==> config.mk <==
export PLATFORM = sky130hd
export DESIGN_NAME = pcie_tx_top_flat
export DESIGN_NICKNAME = d
export VERILOG_FILES = /design/src/rtl/pcie_tx_top_if.sv /design/src/rtl/pcie_tx_top.sv /design/src/flat_wrapper.sv
export SDC_FILE = /design/constraint.sdc
export NUM_CORES = 1
export LEC_CHECK = 0
export BUFFER_PORTS_ARGS = -buffer_cell sky130_fd_sc_hd__buf_4
export CAP_MARGIN = 0
export CORE_AREA = 2 2 662 664
export DETAILED_ROUTE_END_ITERATION = 6
export DIE_AREA = 0 0 664 666
export GPL_TIMING_DRIVEN = 0
export PLACE_DENSITY = 0.3
export SKIP_CTS_REPAIR_TIMING = 1
export SLEW_MARGIN = 20
export SYNTH_ARGS = -nofsm -noshare
export SYNTH_HDL_FRONTEND = slang
export SYNTH_SLANG_ARGS = --single-unit
==> constraint.sdc <==
create_clock -name pclk -period 3.25 [get_ports pclk]
set_input_delay 0.1625 -clock pclk [delete_from_list [all_inputs] [get_ports pclk]]
set_output_delay 0.1625 -clock pclk [all_outputs]
set_load 0.01 [all_outputs]
==> src/rtl/pcie_tx_top_if.sv <==
// Link-layer to PHY beat bus: 64 bytes per beat with per-byte valid and framing markers.
interface pcie_tx_top_if;
  logic         lp_irdy;
  logic         pl_trdy;
  logic [511:0] lp_data;
  logic [63:0]  lp_valid;
  logic [63:0]  lp_dlpstart;
  logic [63:0]  lp_dlpend;
  logic [63:0]  lp_tlpstart;
  logic [63:0]  lp_tlpend;

  modport master (output lp_irdy, lp_data, lp_valid, lp_dlpstart, lp_dlpend,
                  lp_tlpstart, lp_tlpend, input pl_trdy);
  modport slave  (input lp_irdy, lp_data, lp_valid, lp_dlpstart, lp_dlpend,
                  lp_tlpstart, lp_tlpend, output pl_trdy);
endinterface

==> src/rtl/pcie_tx_top.sv <==
// x16 PCIe transmit PHY: TX half of the LTSSM (detect, TS1/TS2 ordered sets) and L0 beat striping.
module pcie_tx_top #(
  parameter int QUIET_CYCLES = 12,
  parameter int TS_COUNT     = 16
) (
  input  logic         pclk,
  input  logic         reset_n,
  pcie_tx_top_if.slave lpIf,
  input  logic [47:0]  RxStatus,
  input  logic [15:0]  PhyStatus,
  output logic [15:0]  TxDetectRx_Loopback,
  output logic [63:0]  PowerDown,
  output logic [15:0]  TxElecIdle,
  output logic [15:0]  detected_lanes,
  output logic         WriteDetectLanesFlag,
  input  logic [3:0]   SetTXState,
  output logic         TXFinishFlag,
  output logic [3:0]   TXExitTo,
  output logic [7:0]   WriteLinkNum,
  output logic         WriteLinkNumFlag,
  input  logic [7:0]   ReadLinkNum,
  output logic [31:0]  TxData1, TxData2, TxData3, TxData4, TxData5, TxData6, TxData7, TxData8,
                       TxData9, TxData10, TxData11, TxData12, TxData13, TxData14, TxData15, TxData16,
  output logic [3:0]   TxDataValid1, TxDataValid2, TxDataValid3, TxDataValid4,
                       TxDataValid5, TxDataValid6, TxDataValid7, TxDataValid8,
                       TxDataValid9, TxDataValid10, TxDataValid11, TxDataValid12,
                       TxDataValid13, TxDataValid14, TxDataValid15, TxDataValid16,
  output logic [3:0]   TxDataK1, TxDataK2, TxDataK3, TxDataK4, TxDataK5, TxDataK6, TxDataK7, TxDataK8,
                       TxDataK9, TxDataK10, TxDataK11, TxDataK12, TxDataK13, TxDataK14, TxDataK15, TxDataK16
);

  localparam logic [3:0] DETECT_QUIET    = 4'b0000;
  localparam logic [3:0] DETECT_ACTIVE   = 4'b0001;
  localparam logic [3:0] POLLING_ACTIVE  = 4'b0010;
  localparam logic [3:0] POLLING_CONFIG  = 4'b0011;
  localparam logic [3:0] CFG_LW_START    = 4'b0100;
  localparam logic [3:0] CFG_COMPLETE    = 4'b1000;
  localparam logic [3:0] CFG_IDLE        = 4'b1001;
  localparam logic [3:0] L0              = 4'b1010;

  localparam logic [7:0] SYM_COM = 8'hBC;
  localparam logic [7:0] SYM_PAD = 8'hF7;
  localparam logic [7:0] TS1_ID  = 8'h4A;
  localparam logic [7:0] TS2_ID  = 8'h45;

  logic [3:0]   stateReg;
  logic [7:0]   stateCnt;
  logic [1:0]   wordIdx;
  logic         done;
  logic         detDone;
  logic [511:0] txData;
  logic [63:0]  txValid;
  logic [63:0]  txK;

  logic [15:0]  detNow;
  logic [63:0]  byteMask;
  logic [511:0] wordMask;
  logic [63:0]  markerOr;
  logic         isTs;
  logic         inP0;
  logic         linkPad;
  logic [7:0]   tsFill;
  logic [35:0]  tsSym;

  // Returns {K flags, data} for one 4-symbol word of a TS1/TS2 ordered set.
  function automatic logic [35:0] tsWord(input logic [1:0] idx, input logic [7:0] link,
                                         input logic linkIsK, input logic [7:0] fill);
    case (idx)
      2'd0:    tsWord = {1'b0, 1'b1, linkIsK, 1'b1, 8'h00, SYM_PAD, link, SYM_COM};
      2'd1:    tsWord = {4'b0000, fill, fill, 8'h00, 8'h02};
      default: tsWord = {4'b0000, fill, fill, fill, fill};
    endcase
  endfunction

  always_comb begin
    // NOTE: every always_comb output gets a default before any branch so no latch is inferred.
    detNow   = '0;
    byteMask = '0;
    wordMask = '0;
    for (int i = 0; i < 16; i++) begin
      detNow[i]          = (RxStatus[3*i +: 3] == 3'b011);
      byteMask[4*i +: 4] = {4{detected_lanes[i]}};
      wordMask[32*i +: 32] = {32{detected_lanes[i]}};
    end
  end

  assign markerOr = lpIf.lp_dlpstart | lpIf.lp_dlpend | lpIf.lp_tlpstart | lpIf.lp_tlpend;
  assign isTs     = (stateReg >= POLLING_ACTIVE) && (stateReg <= CFG_IDLE);
  assign inP0     = (stateReg >= POLLING_ACTIVE) && (stateReg <= L0);
  assign linkPad  = (stateReg == POLLING_ACTIVE) || (stateReg == CFG_LW_START);
  assign tsFill   = (stateReg == POLLING_CONFIG || stateReg == CFG_COMPLETE) ? TS2_ID : TS1_ID;
  assign tsSym    = tsWord(wordIdx, linkPad ? SYM_PAD : ReadLinkNum, linkPad, tsFill);

  assign lpIf.pl_trdy        = (stateReg == L0);
  assign PowerDown           = inP0 ? 64'h0 : {16{4'b0010}};
  assign TxElecIdle          = inP0 ? ~detected_lanes : 16'hFFFF;
  assign TxDetectRx_Loopback = (stateReg == DETECT_ACTIVE && !detDone) ? 16'hFFFF : 16'h0000;
  assign WriteLinkNum        = 8'h00;

  always_ff @(posedge pclk) begin
    // NOTE: sequential state uses non-blocking assignments so every register samples pre-edge values.
    if (reset_n) begin
      stateReg             <= DETECT_QUIET;
      stateCnt             <= '0;
      wordIdx              <= '0;
      done                 <= 1'b0;
      detDone              <= 1'b0;
      txData               <= '0;
      txValid              <= '0;
      txK                  <= '0;
      detected_lanes       <= '0;
      WriteDetectLanesFlag <= 1'b0;
      TXFinishFlag         <= 1'b0;
      TXExitTo             <= '0;
      WriteLinkNumFlag     <= 1'b0;
    end else begin
      TXFinishFlag         <= 1'b0;
      WriteDetectLanesFlag <= 1'b0;
      WriteLinkNumFlag     <= 1'b0;
      txData               <= '0;
      txValid              <= '0;
      txK                  <= '0;
      if (SetTXState != stateReg) begin
        // A new command restarts the sequencer from a clean slate.
        stateReg         <= SetTXState;
        stateCnt         <= '0;
        wordIdx          <= '0;
        done             <= 1'b0;
        detDone          <= 1'b0;
        WriteLinkNumFlag <= (SetTXState == CFG_LW_START);
      end else begin
        case (stateReg)
          DETECT_QUIET: begin
            if (!done) begin
              if (stateCnt == 8'(QUIET_CYCLES - 1)) begin
                done         <= 1'b1;
                TXFinishFlag <= 1'b1;
                TXExitTo     <= DETECT_ACTIVE;
              end else begin
                stateCnt <= stateCnt + 8'd1;
              end
            end
          end
          DETECT_ACTIVE: begin
            if (!done) begin
              if (detDone) begin
                done         <= 1'b1;
                TXFinishFlag <= 1'b1;
                TXExitTo     <= (|detected_lanes) ? POLLING_ACTIVE : DETECT_QUIET;
              end else if (PhyStatus == 16'hFFFF) begin
                detected_lanes       <= detNow;
                WriteDetectLanesFlag <= 1'b1;
                detDone              <= 1'b1;
              end
            end
          end
          L0: begin
            if (lpIf.lp_irdy) begin
              txData  <= lpIf.lp_data;
              txValid <= lpIf.lp_valid & byteMask;
              txK     <= markerOr;
            end else begin
              txValid <= byteMask;
            end
          end
          default: begin
            if (isTs && !done) begin
              if (stateCnt == 8'(TS_COUNT)) begin
                done         <= 1'b1;
                TXFinishFlag <= 1'b1;
                TXExitTo     <= stateReg + 4'd1;
              end else begin
                txData  <= {16{tsSym[31:0]}} & wordMask;
                txK     <= {16{tsSym[35:32]}} & byteMask;
                txValid <= byteMask;
                wordIdx <= wordIdx + 2'd1;
                if (wordIdx == 2'd3) stateCnt <= stateCnt + 8'd1;
              end
            end
          end
        endcase
      end
    end
  end

  assign {TxData16, TxData15, TxData14, TxData13, TxData12, TxData11, TxData10, TxData9,
          TxData8, TxData7, TxData6, TxData5, TxData4, TxData3, TxData2, TxData1} = txData;
  assign {TxDataValid16, TxDataValid15, TxDataValid14, TxDataValid13,
          TxDataValid12, TxDataValid11, TxDataValid10, TxDataValid9,
          TxDataValid8, TxDataValid7, TxDataValid6, TxDataValid5,
          TxDataValid4, TxDataValid3, TxDataValid2, TxDataValid1} = txValid;
  assign {TxDataK16, TxDataK15, TxDataK14, TxDataK13, TxDataK12, TxDataK11, TxDataK10, TxDataK9,
          TxDataK8, TxDataK7, TxDataK6, TxDataK5, TxDataK4, TxDataK3, TxDataK2, TxDataK1} = txK;

endmodule

==> src/flat_wrapper.sv <==
// flat-port wrapper written by rule: the top's interface ports become plain ports
module pcie_tx_top_flat 
#(
  parameter int QUIET_CYCLES = 12,
  parameter int TS_COUNT     = 16
)
  (pclk, reset_n, RxStatus, PhyStatus, TxDetectRx_Loopback, PowerDown, TxElecIdle, detected_lanes, WriteDetectLanesFlag, SetTXState, TXFinishFlag, TXExitTo, WriteLinkNum, WriteLinkNumFlag, ReadLinkNum, TxData1, TxData2, TxData3, TxData4, TxData5, TxData6, TxData7, TxData8, TxData9, TxData10, TxData11, TxData12, TxData13, TxData14, TxData15, TxData16, TxDataValid1, TxDataValid2, TxDataValid3, TxDataValid4, TxDataValid5, TxDataValid6, TxDataValid7, TxDataValid8, TxDataValid9, TxDataValid10, TxDataValid11, TxDataValid12, TxDataValid13, TxDataValid14, TxDataValid15, TxDataValid16, TxDataK1, TxDataK2, TxDataK3, TxDataK4, TxDataK5, TxDataK6, TxDataK7, TxDataK8, TxDataK9, TxDataK10, TxDataK11, TxDataK12, TxDataK13, TxDataK14, TxDataK15, TxDataK16, lpIf_lp_irdy, lpIf_lp_data, lpIf_lp_valid, lpIf_lp_dlpstart, lpIf_lp_dlpend, lpIf_lp_tlpstart, lpIf_lp_tlpend, lpIf_pl_trdy);
  pcie_tx_top_if lpIf_i ();
  input  logic pclk;
  input  logic reset_n;
  input  logic [47:0] RxStatus;
  input  logic [15:0] PhyStatus;
  output logic [15:0] TxDetectRx_Loopback;
  output logic [63:0] PowerDown;
  output logic [15:0] TxElecIdle;
  output logic [15:0] detected_lanes;
  output logic WriteDetectLanesFlag;
  input  logic [3:0] SetTXState;
  output logic TXFinishFlag;
  output logic [3:0] TXExitTo;
  output logic [7:0] WriteLinkNum;
  output logic WriteLinkNumFlag;
  input  logic [7:0] ReadLinkNum;
  output logic [31:0] TxData1;
  output logic [31:0] TxData2;
  output logic [31:0] TxData3;
  output logic [31:0] TxData4;
  output logic [31:0] TxData5;
  output logic [31:0] TxData6;
  output logic [31:0] TxData7;
  output logic [31:0] TxData8;
  output logic [31:0] TxData9;
  output logic [31:0] TxData10;
  output logic [31:0] TxData11;
  output logic [31:0] TxData12;
  output logic [31:0] TxData13;
  output logic [31:0] TxData14;
  output logic [31:0] TxData15;
  output logic [31:0] TxData16;
  output logic [3:0] TxDataValid1;
  output logic [3:0] TxDataValid2;
  output logic [3:0] TxDataValid3;
  output logic [3:0] TxDataValid4;
  output logic [3:0] TxDataValid5;
  output logic [3:0] TxDataValid6;
  output logic [3:0] TxDataValid7;
  output logic [3:0] TxDataValid8;
  output logic [3:0] TxDataValid9;
  output logic [3:0] TxDataValid10;
  output logic [3:0] TxDataValid11;
  output logic [3:0] TxDataValid12;
  output logic [3:0] TxDataValid13;
  output logic [3:0] TxDataValid14;
  output logic [3:0] TxDataValid15;
  output logic [3:0] TxDataValid16;
  output logic [3:0] TxDataK1;
  output logic [3:0] TxDataK2;
  output logic [3:0] TxDataK3;
  output logic [3:0] TxDataK4;
  output logic [3:0] TxDataK5;
  output logic [3:0] TxDataK6;
  output logic [3:0] TxDataK7;
  output logic [3:0] TxDataK8;
  output logic [3:0] TxDataK9;
  output logic [3:0] TxDataK10;
  output logic [3:0] TxDataK11;
  output logic [3:0] TxDataK12;
  output logic [3:0] TxDataK13;
  output logic [3:0] TxDataK14;
  output logic [3:0] TxDataK15;
  output logic [3:0] TxDataK16;
  input wire logic [$bits(lpIf_i.lp_irdy)-1:0] lpIf_lp_irdy;
  input wire logic [$bits(lpIf_i.lp_data)-1:0] lpIf_lp_data;
  input wire logic [$bits(lpIf_i.lp_valid)-1:0] lpIf_lp_valid;
  input wire logic [$bits(lpIf_i.lp_dlpstart)-1:0] lpIf_lp_dlpstart;
  input wire logic [$bits(lpIf_i.lp_dlpend)-1:0] lpIf_lp_dlpend;
  input wire logic [$bits(lpIf_i.lp_tlpstart)-1:0] lpIf_lp_tlpstart;
  input wire logic [$bits(lpIf_i.lp_tlpend)-1:0] lpIf_lp_tlpend;
  output wire logic [$bits(lpIf_i.pl_trdy)-1:0] lpIf_pl_trdy;
  assign lpIf_i.lp_irdy = lpIf_lp_irdy;
  assign lpIf_i.lp_data = lpIf_lp_data;
  assign lpIf_i.lp_valid = lpIf_lp_valid;
  assign lpIf_i.lp_dlpstart = lpIf_lp_dlpstart;
  assign lpIf_i.lp_dlpend = lpIf_lp_dlpend;
  assign lpIf_i.lp_tlpstart = lpIf_lp_tlpstart;
  assign lpIf_i.lp_tlpend = lpIf_lp_tlpend;
  assign lpIf_pl_trdy = lpIf_i.pl_trdy;
  pcie_tx_top #(.QUIET_CYCLES(QUIET_CYCLES), .TS_COUNT(TS_COUNT)) u_core (.pclk(pclk), .reset_n(reset_n), .lpIf(lpIf_i), .RxStatus(RxStatus), .PhyStatus(PhyStatus), .TxDetectRx_Loopback(TxDetectRx_Loopback), .PowerDown(PowerDown), .TxElecIdle(TxElecIdle), .detected_lanes(detected_lanes), .WriteDetectLanesFlag(WriteDetectLanesFlag), .SetTXState(SetTXState), .TXFinishFlag(TXFinishFlag), .TXExitTo(TXExitTo), .WriteLinkNum(WriteLinkNum), .WriteLinkNumFlag(WriteLinkNumFlag), .ReadLinkNum(ReadLinkNum), .TxData1(TxData1), .TxData2(TxData2), .TxData3(TxData3), .TxData4(TxData4), .TxData5(TxData5), .TxData6(TxData6), .TxData7(TxData7), .TxData8(TxData8), .TxData9(TxData9), .TxData10(TxData10), .TxData11(TxData11), .TxData12(TxData12), .TxData13(TxData13), .TxData14(TxData14), .TxData15(TxData15), .TxData16(TxData16), .TxDataValid1(TxDataValid1), .TxDataValid2(TxDataValid2), .TxDataValid3(TxDataValid3), .TxDataValid4(TxDataValid4), .TxDataValid5(TxDataValid5), .TxDataValid6(TxDataValid6), .TxDataValid7(TxDataValid7), .TxDataValid8(TxDataValid8), .TxDataValid9(TxDataValid9), .TxDataValid10(TxDataValid10), .TxDataValid11(TxDataValid11), .TxDataValid12(TxDataValid12), .TxDataValid13(TxDataValid13), .TxDataValid14(TxDataValid14), .TxDataValid15(TxDataValid15), .TxDataValid16(TxDataValid16), .TxDataK1(TxDataK1), .TxDataK2(TxDataK2), .TxDataK3(TxDataK3), .TxDataK4(TxDataK4), .TxDataK5(TxDataK5), .TxDataK6(TxDataK6), .TxDataK7(TxDataK7), .TxDataK8(TxDataK8), .TxDataK9(TxDataK9), .TxDataK10(TxDataK10), .TxDataK11(TxDataK11), .TxDataK12(TxDataK12), .TxDataK13(TxDataK13), .TxDataK14(TxDataK14), .TxDataK15(TxDataK15), .TxDataK16(TxDataK16));
endmodule
## Word level (Yosys, flattened, before mapping)

Cells that the tools add are included.

- Word-level logic and storage cells: 142
- Bits of input ports: 911
- Output and inout bits: 768
- Register bits after elaboration: 679

- $lt $le $gt $ge: 3
- Add/subtract/negate cells: 3
- Eq/ne operators: 35
- Bitwise gates (word level): 15
- Multiplexer cells: 46
- Reduce and logical (&&, ||, !) cells: 27

Operators with widths:

| kind | number |
|---|---|
| 512-bit two-way mux | 3 |
| 512-bit case mux with 2 select lines | 1 |
| 512-bit bitwise AND | 1 |
| 64-bit two-way mux | 6 |
| 64-bit case mux with 2 select lines | 2 |
| 64-bit bitwise OR | 3 |
| 35-bit case mux with 2 select lines | 1 |
| 63-bit by 64-bit bitwise AND with 64-bit output | 1 |
| 64-bit bitwise AND | 1 |
| 62-bit two-way mux | 1 |
| 3-bit by 2-bit == test with 1-bit output, second input constant | 16 |
| 8-bit two-way mux | 6 |
| 16-bit two-way mux | 2 |
| 4-bit two-way mux | 7 |
| 16-bit == test, second input constant | 1 |
| 16-bit NOT | 1 |
| 8-bit case mux with 2 select lines | 1 |
| 16-bit OR reduction | 1 |
| 1-bit two-way mux | 12 |
| 4-bit case mux with 3 select lines | 1 |
| 8-bit by 1-bit adder with 8-bit output, second input constant | 1 |
| 4-bit by 2-bit == test with 1-bit output, second input constant | 2 |
| 4-bit by 3-bit == test with 1-bit output, second input constant | 2 |
| 4-bit == test, second input constant | 2 |
| 30 further kinds | 54 |

## Depth between registers and ports, before layout

Gate-level depths: netlist (run 1).

- Depth in word-level cells: 8
- Depth in mapped cells: 10
- Gate-level depth less buffers: 7

## Worst setup path before layout (run 1)

OpenSTA, ideal clock, no wires.

- Path type: reg2reg
- Start: register u_core.stateReg[1]
- End: register u_core.detected_lanes[10]
- Clock period less this slack: 2.597 ns
- Path buffers: 3
- Cell stages (with the launch flop): 11
- Setup time: 0.128 ns
- Slack: 0.653 ns
- Arrival: 2.469 ns
- Required time: 3.122 ns
- Cell sequence: dfxtp_1 > clkbuf_1 > inv_1 > ha_1 > or3b_2 > nor4_1 > nor4bb_1 > buf_2 > buf_4 > mux2i_1 > nor2_1

- Longest elaborated chain between the ends: 3
- Elaborated cells between the ends (all ways): 4
- Classes of those cells: eq/ne: 2; bitwise: 1; reduce/logical: 1

RTL lines:

| item | RTL line | source |
|---|---|---|
| start, declared | pcie_tx_top.sv:46 | `logic [3:0] stateReg;` |
| start signal, assigned | pcie_tx_top.sv:125 | `stateReg <= SetTXState;` |
| 4-bit inequality test | pcie_tx_top.sv:123 | `if (SetTXState != stateReg) begin` |
| 1-bit NOT (no line) | -- |  |
| 5-bit AND reduction (no line) * | -- |  |
| end signal, assigned | pcie_tx_top.sv:151 | `detected_lanes <= detNow;` |
| end, declared | pcie_tx_top.sv:14 | `output logic [15:0] detected_lanes,` |

Mark *: on every way between the ends. The rest lies on a longest branch, timed or not.
A chain may end at the register's enable or synchronous reset.

## Worst setup path in the final report (run 1)

- Start: register u_core.stateReg[1]
- End: register u_core.txData[464]

- Longest elaborated chain between the ends: 8
- Elaborated cells between the ends (all ways): 19
- Classes of those cells: order compare: 2; eq/ne: 5; mux: 5; bitwise: 1; reduce/logical: 6

RTL lines:

| item | RTL line | source |
|---|---|---|
| 4-bit by 2-bit == test with 1-bit output / 4-bit == test (equally long branches) | pcie_tx_top.sv:91 | `assign tsFill = (stateReg == POLLING_CONFIG \|\| stateReg == CFG_COMPLETE) ? TS2_ID : TS1_ID;` |
| 1-bit logical OR | pcie_tx_top.sv:91 |  |
| 4-bit two-way mux | pcie_tx_top.sv:91 |  |
| 35-bit case mux with 2 select lines | pcie_tx_top.sv:68 | `case (idx)` |
| 512-bit bitwise AND | pcie_tx_top.sv:173 | `txData <= {16{tsSym[31:0]}} & wordMask;` |
| 512-bit two-way mux | pcie_tx_top.sv:168 | `if (stateCnt == 8'(TS_COUNT)) begin` |
| 512-bit two-way mux | pcie_tx_top.sv:167 | `if (isTs && !done) begin` |
| 512-bit case mux with 2 select lines | pcie_tx_top.sv:132 | `case (stateReg)` |
| end signal, assigned | pcie_tx_top.sv:159 | `txData <= lpIf.lp_data;` |
| end signal, assigned | pcie_tx_top.sv:173 |  |
| end, declared | pcie_tx_top.sv:51 | `logic [511:0] txData;` |

Several ways; a longest one is shown, not always the timed one.

==> results of run 1 <==
-- state kept, by name, indices dropped and copies added (netlist names) --
register	cells
u_core.stateCnt	8
u_core.txData	512
u_core.done	1
u_core.WriteDetectLanesFlag	1
u_core.detected_lanes	16
u_core.TXExitTo	4
u_core.txValid	64
u_core.txK	64
u_core.TXFinishFlag	1
u_core.WriteLinkNumFlag	1
u_core.wordIdx	2
u_core.detDone	1
u_core.stateReg	4
-- tightest hold or removal path, cell delays in order --
cell           delay (ns)
dlygate4sd3_1        0.53
buf_4                0.10
o2bb2ai_1            0.09
-- kinds of logic (layout without fill, tap and decap cells) --
kind of cell / after synthesis / in the layout / share of synthesized area (%)
DFF: 679 / 679 / 59.3
other: 1 / 137 / 0.0164
AOI/OAI and AO/OA: 697 / 697 / 23.1
adders and majority gates: 11 / 11 / 0.601
buffers and inverters: 275 / 2928 / 6.28
and+or+nand+nor: 374 / 374 / 9.55
xor gates and xnor gates: 7 / 7 / 0.268
muxes: 18 / 18 / 0.787
-- area by class of cell --
class,count,area (sq um)
diodes,81,203
plain buffers,258,1730
clock buffers,135,2860
clock inverters,42,526
fillers,49950,380000
inverters,13,52.6
multi-input cells,1163,8790
flip-flops and latches,679,13600
well taps,5757,7200
repair buffers,2480,21100
-- metal layers --
metal	part of all wire, %	routed length [um]	up-vias
met2	52	176000	1747
met4	2.5	8530	92
met1	37	127000	14589
met5	0.17	585	-
met3	8.2	28000	557
li1	-	-	12801
-- synthesized netlist by cell type, types with 8 or more instances --
cell	number
and3_1	25
nor4_1	72
mux2i_1	18
a21o_1	112
clkbuf_1	123
nor3_4	13
dfxtp_1	679
nand4_1	10
buf_4	92
inv_1	12
nor2_1	64
o21ai_0	85
a22o_1	217
ha_1	11
nand3_1	15
o2bb2ai_1	150
and2_1	50
nand2_1	77
o21bai_1	26
a21oi_1	74
buf_1	8
buf_2	37
-- power breakdown --
part           switching (mW)  total [mW]  internal, mW
combinational            1.40        3.00          1.60
clock                    4.83        11.7          6.88
sequential            0.00765        8.34          8.33
-- worst max path at each step --
stage | end | cells past startpoint | startpoint
after global routing | u_core.txData[297] | 11 | u_core.stateReg[1]
after CTS | u_core.txData[458] | 11 | u_core.stateReg[1]
after floorplan | u_core.detected_lanes[10] | 10 | u_core.stateReg[1]
after detailed placement | u_core.txData[330] | 11 | u_core.stateReg[1]
after global placement | u_core.txData[463] | 9 | u_core.stateReg[1]
final | u_core.txData[464] | 8 | u_core.stateReg[1]
==> metrics.md, run 1 <==
| Metric | Value |
|---|---|
| Clk root buf | clkbuf_16 |
| Final hold slack | 0.0461 ns |
| Asr flop ratio synth | 0% |
| Slew headroom | between 30% and 40% |
| Crit Reg-Reg Endpoint | u_core.txData[464] |
| Vias in the first global route | 26,752 |
| Status | completed |
| Crit end category | flop |
| Final core utilization | between 10% and 20% |
| Final wirelength | approximately 340 mm |
| Worst reg2reg path depth | 8 |
| Routed Antenna Nets | 0 |
| Full die area | 0.442 sq mm |
| Die extent in y | 666 um |
| Top delay family on crit path | buffers and inverters |
| Final setup viols | 0 |
| Total number of vias | 29,786 |
| Syn Area/Cell | 11.1 sq um |
| TritonCTS clock tree | done |
| H-tree depth | 3 |
| Met1 Usage GRT | 15.6% |
| Site Rows | 243 |
| Gpl congestion | ~0.88 |
| Clk sink count | 679 |
| Slew Viols, Final | 0 |
| GR Util All Layers | 14.6% |
| First-pass GRT wire length | just under 400 mm |
| Worst vdd ir | 0.000401 V |
| Pre-antenna DRT Iters | 5 |
| Slowest-stage cell, CP | clkbuf_1 |
| Dpl hpwl | between 300 and 400 mm |
| Starting density of the core | 5.25% |
| Area grow syn2layout | 145% |
| Area leader, netlist | dfxtp_1 |
| Yosys top cell area share | a little under 60% |
| Fin nets | 5,619 |
| Netlist cell types | 57 |
| Share of cells above drive strength 1 | 46.5% |
| Crit path max fanout | 10 |
| EDFF count, synth | 0 |
| Final worst slack | 0.119 ns |
| Grt met3 use | 5.68% |
| DIE WIDTH | about 660 um |
| Met2 usage in global routing | 26.5% |
| Worst path max stage delay | 0.68 ns |
| Mapped Area | roughly 0.023 sq mm |
| Placed cell area | 0.0438 sq mm |
| Final hold vios | 0 |
| Cells after Synth | approximately 2,100 |
| Final instance area | 0.0560 sq mm |
| Total grt overflow | 0 |
| Main flop type after synthesis | dfxtp_1 |
| Worst-Margin Slew | 1.04 ns |
| Post-Place Cells | 9,560 |
| Crit start category | flop |
| Grt peak-use layer | met2 |
| WHS Path Cells | 3 |
| Critical Path RT | 3.98 ns |
| Leakage | 24.2 nW |
| Clock Latency Late Sink | 0.89 ns |
| Number of synthesized register bits | 679 |
| Clk buf depth | 4 |
| Post-layout minimum cycle time | 3.13 ns |
| Setup slack at placement | -1.60 ns |
| Crit path kind | flop to flop |
| Final Instance Count excl. Fillers | 10,608 |
| Initial antenna violation count | between 200 and 300 |
| Min-delay src | lpIf_lp_data[172] |
| Vias per cell | ~2.8 |
| Maxcap violations | 0 |
| Power, Total | 23.1 mW |
| Worst reg2reg path startpoint | u_core.stateReg[1] |
| R2R Setup Slk | 0.12 ns |
| Top post-synthesis cells by area | dfxtp_1 (59%), a22o_1 (8.3%), o2bb2ai_1 (5.7%) |
| Pwr Density | 411 mW/mm^2 |
| Worst path cell trace | buf_2, inv_1, ha_1, mux2i_4, o21ai_2, buf_6, clkbuf_1, a22o_1 |
| Hold Crit Class | input pin to flop |
| Largest net degree at the start of global routing | 17 |
| Crit share post-route | roughly 96% |
| Remaining routing DRC violations | 0 |
| CP bufs+invs | 4 |
| Setup Total Neg Slack | 0 ns |
| CTS Buf Count | around 100 |
| DR WL/cell | 32.1 um |
| CTS clock-pin slew for the worst setup and hold paths | 0.06 ns |
| Seq/Total Area, Yosys | 59.3% |
| DRT iter0 DRCs | 1,955 |
| CP arrival | about 3.9 ns |
| RSZ-0062 raised after global routing | true |
| Yosys warning total | 0 |
| Commonest cells after routing, fill and taps aside | buf_4 (1,747), dlygate4sd3_1 (774), dfxtp_1 (677) |
| Total core area | approximately 0.44 sq mm |
| Hold EP | u_core.txData[172] |
| Port bufs | between 1,500 and 2,000 |
| Peak Freq | 319 MHz |
| Commonest non-fill, non-tap cell in the layout | buf_4 |
| Fin Clk Skew | 0.128 ns |
| I/O pin count | 1,679 |
No activity file was read; power rests on OpenSTA's default activity.
==> run 2: changes to the inputs <==
clock period = 2.9 ns   (was 3.25 ns; I/O delays follow)
==> run 2 against run 1 <==
Effect of this change: wire length is 0.65% higher; cell count rose by 0.74%; worst setup slack lost 0.080 ns; fmax is 9.4% higher; non-clock buffer count grew 71; die area is the same; sequential cell count unchanged; register-to-register slack got worse by 0.08 ns; design area rose by 2.6%; clock power grew 12%; hold slack better by 0.0079 ns.
==> metrics.md, run 2 (synthesis results as in run 1) <==
| Metric | Value |
|---|---|
| Slew Viols, Final | 0 |
| Routed Antenna Nets | 0 |
| RSZ-0062 raised after global routing | true |
| CTS clock-pin slew for the worst setup and hold paths | 0.06 ns |
| Min-delay src | lpIf_lp_tlpend[39] |
| DRT iter0 DRCs | 1,997 |
| Clk sink count | 679 |
| Worst-Margin Slew | 1.06 ns |
| Placed cell area | 0.0438 sq mm |
| Crit path kind | flop to flop |
| Power, Total | 26.0 mW |
| H-tree depth | 3 |
| Clock Latency Late Sink | 0.89 ns |
| DR WL/cell | 32.1 um |
| Final hold slack | 0.0540 ns |
| Final instance area | 0.0575 sq mm |
| Gpl congestion | 0.879 |
| Crit share post-route | 98.6% |
| Biggest regs | u_core.txData: 512 flops, u_core.txK: 64 flops, u_core.txValid: 64 flops |
| Post-Place Cells | 9,560 |
| Area grow syn2layout | 151% |
| CTS Buf Count | 102 |
| Pwr Density | roughly 450 mW/mm^2 |
| Final setup viols | 0 |
| Final worst slack | 0.0392 ns |
| Status | completed |
| Fin Clk Skew | approximately 0.12 ns |
| DIE WIDTH | 664 um |
| Fill cells | roughly 50,000 |
| Leakage | about 25 nW |
| Largest net degree at the start of global routing | 17 |
| Final hold vios | 0 |
| Crit path max fanout | 8 |
| I/O pin count | 1,679 |
| Commonest non-fill, non-tap cell in the layout | buf_4 |
| Crit end category | flop |
| Commonest cells after routing, fill and taps aside | buf_4 (1,754), dlygate4sd3_1 (802), dfxtp_1 (673) |
| TritonCTS clock tree | done |
| Vias per cell | 2.82 |
| Site Rows | 243 |
| Final wirelength | 343 mm |
| Post-layout minimum cycle time | roughly 2.9 ns |
| Critical Path RT | 3.63 ns |
| Peak Freq | roughly 350 MHz |
| Share of cells above drive strength 1 | 47.9% |
| Total number of vias | approximately 30,000 |
| Dpl hpwl | approximately 300 mm |
| Starting density of the core | between 5 and 6% |
| Final Instance Count excl. Fillers | about 11,000 |
| Vias in the first global route | 26,752 |
| First-pass GRT wire length | 395 mm |
| Total grt overflow | 0 |
| Crit start category | flop |
| Slew headroom | 28.3% |
| Worst reg2reg path startpoint | u_core.stateReg[1] |
| Fin nets | 5,693 |
| Top reg by flops | u_core.txData |
| Initial antenna violation count | 270 |
| Pre-antenna DRT Iters | 5 |
| Die extent in y | 666 um |
| Largest register FFs | 512 |
| Port bufs | 1,622 |
| Remaining routing DRC violations | 0 |
| Setup Total Neg Slack | 0 ns |
| R2R Setup Slk | 0.04 ns |
| Full die area | 0.442 sq mm |
| Clk root buf | clkbuf_16 |
| CP arrival | 3.59 ns |
| Clk buf depth | 4 |
| Final core utilization | 13.2% |
| Total core area | 0.436 sq mm |
| Worst vdd ir | 0.000455 V |
| Maxcap violations | 0 |
| Setup slack at placement | -1.95 ns |
| CP startpoint | u_core.stateReg[1] |
| GR Util All Layers | 14.6% |
| Hold Crit Class | input pin to flop |
run 2: routing by layer:
metal | share of wire, % | vias to the layer above | track usage (%)
met3 | 8.4 | 574 | 5.68
met4 | 2.7 | 82 | 4.00
li1 | - | 12976 | -
met1 | 37 | 14645 | 15.6
met2 | 52 | 1817 | 26.5
met5 | 0.16 | - | 0
run 2: power by group:
part | leakage [nW] | internal, mW | total, mW | switching, mW
Combinational | 17.7 | 1.94 | 3.59 | 1.65
Clock | 1.66 | 7.71 | 13.1 | 5.40
Sequential | 5.47 | 9.34 | 9.35 | 0.00853
run 2: cell type report:
cell class / count / area (sq um) / share of cell area, %
timing repair buffer: 2550 / 21900 / 38.1
sequential: 679 / 13600 / 23.7
multi-input combinational: 1166 / 9180 / 16.0
tap: 5757 / 7200 / 12.5
clock buffer: 135 / 2860 / 4.97
buffer: 259 / 1960 / 3.40
clock inverter: 42 / 526 / 0.914
antenna: 85 / 213 / 0.370
inverter: 13 / 60.1 / 0.104
run 2: worst paths after layout:
check / end / cells past startpoint
min: u_core.txK[39] / 4
min reg2reg: u_core.TXExitTo[2] / 2
max: u_core.txData[375] / 10
max reg2reg: u_core.txData[375] / 10
run 2: worst max-delay path, stage by stage (launching register included):
cell and delay (ns):
dfxtp_4 0.36, buf_8 0.14, inv_6 0.06, ha_4 0.15, o21bai_2 0.09, a211o_4 0.34, or4_4 0.55, buf_12 0.17
buf_12 0.16, nor3_4 0.40, a21o_1 0.26
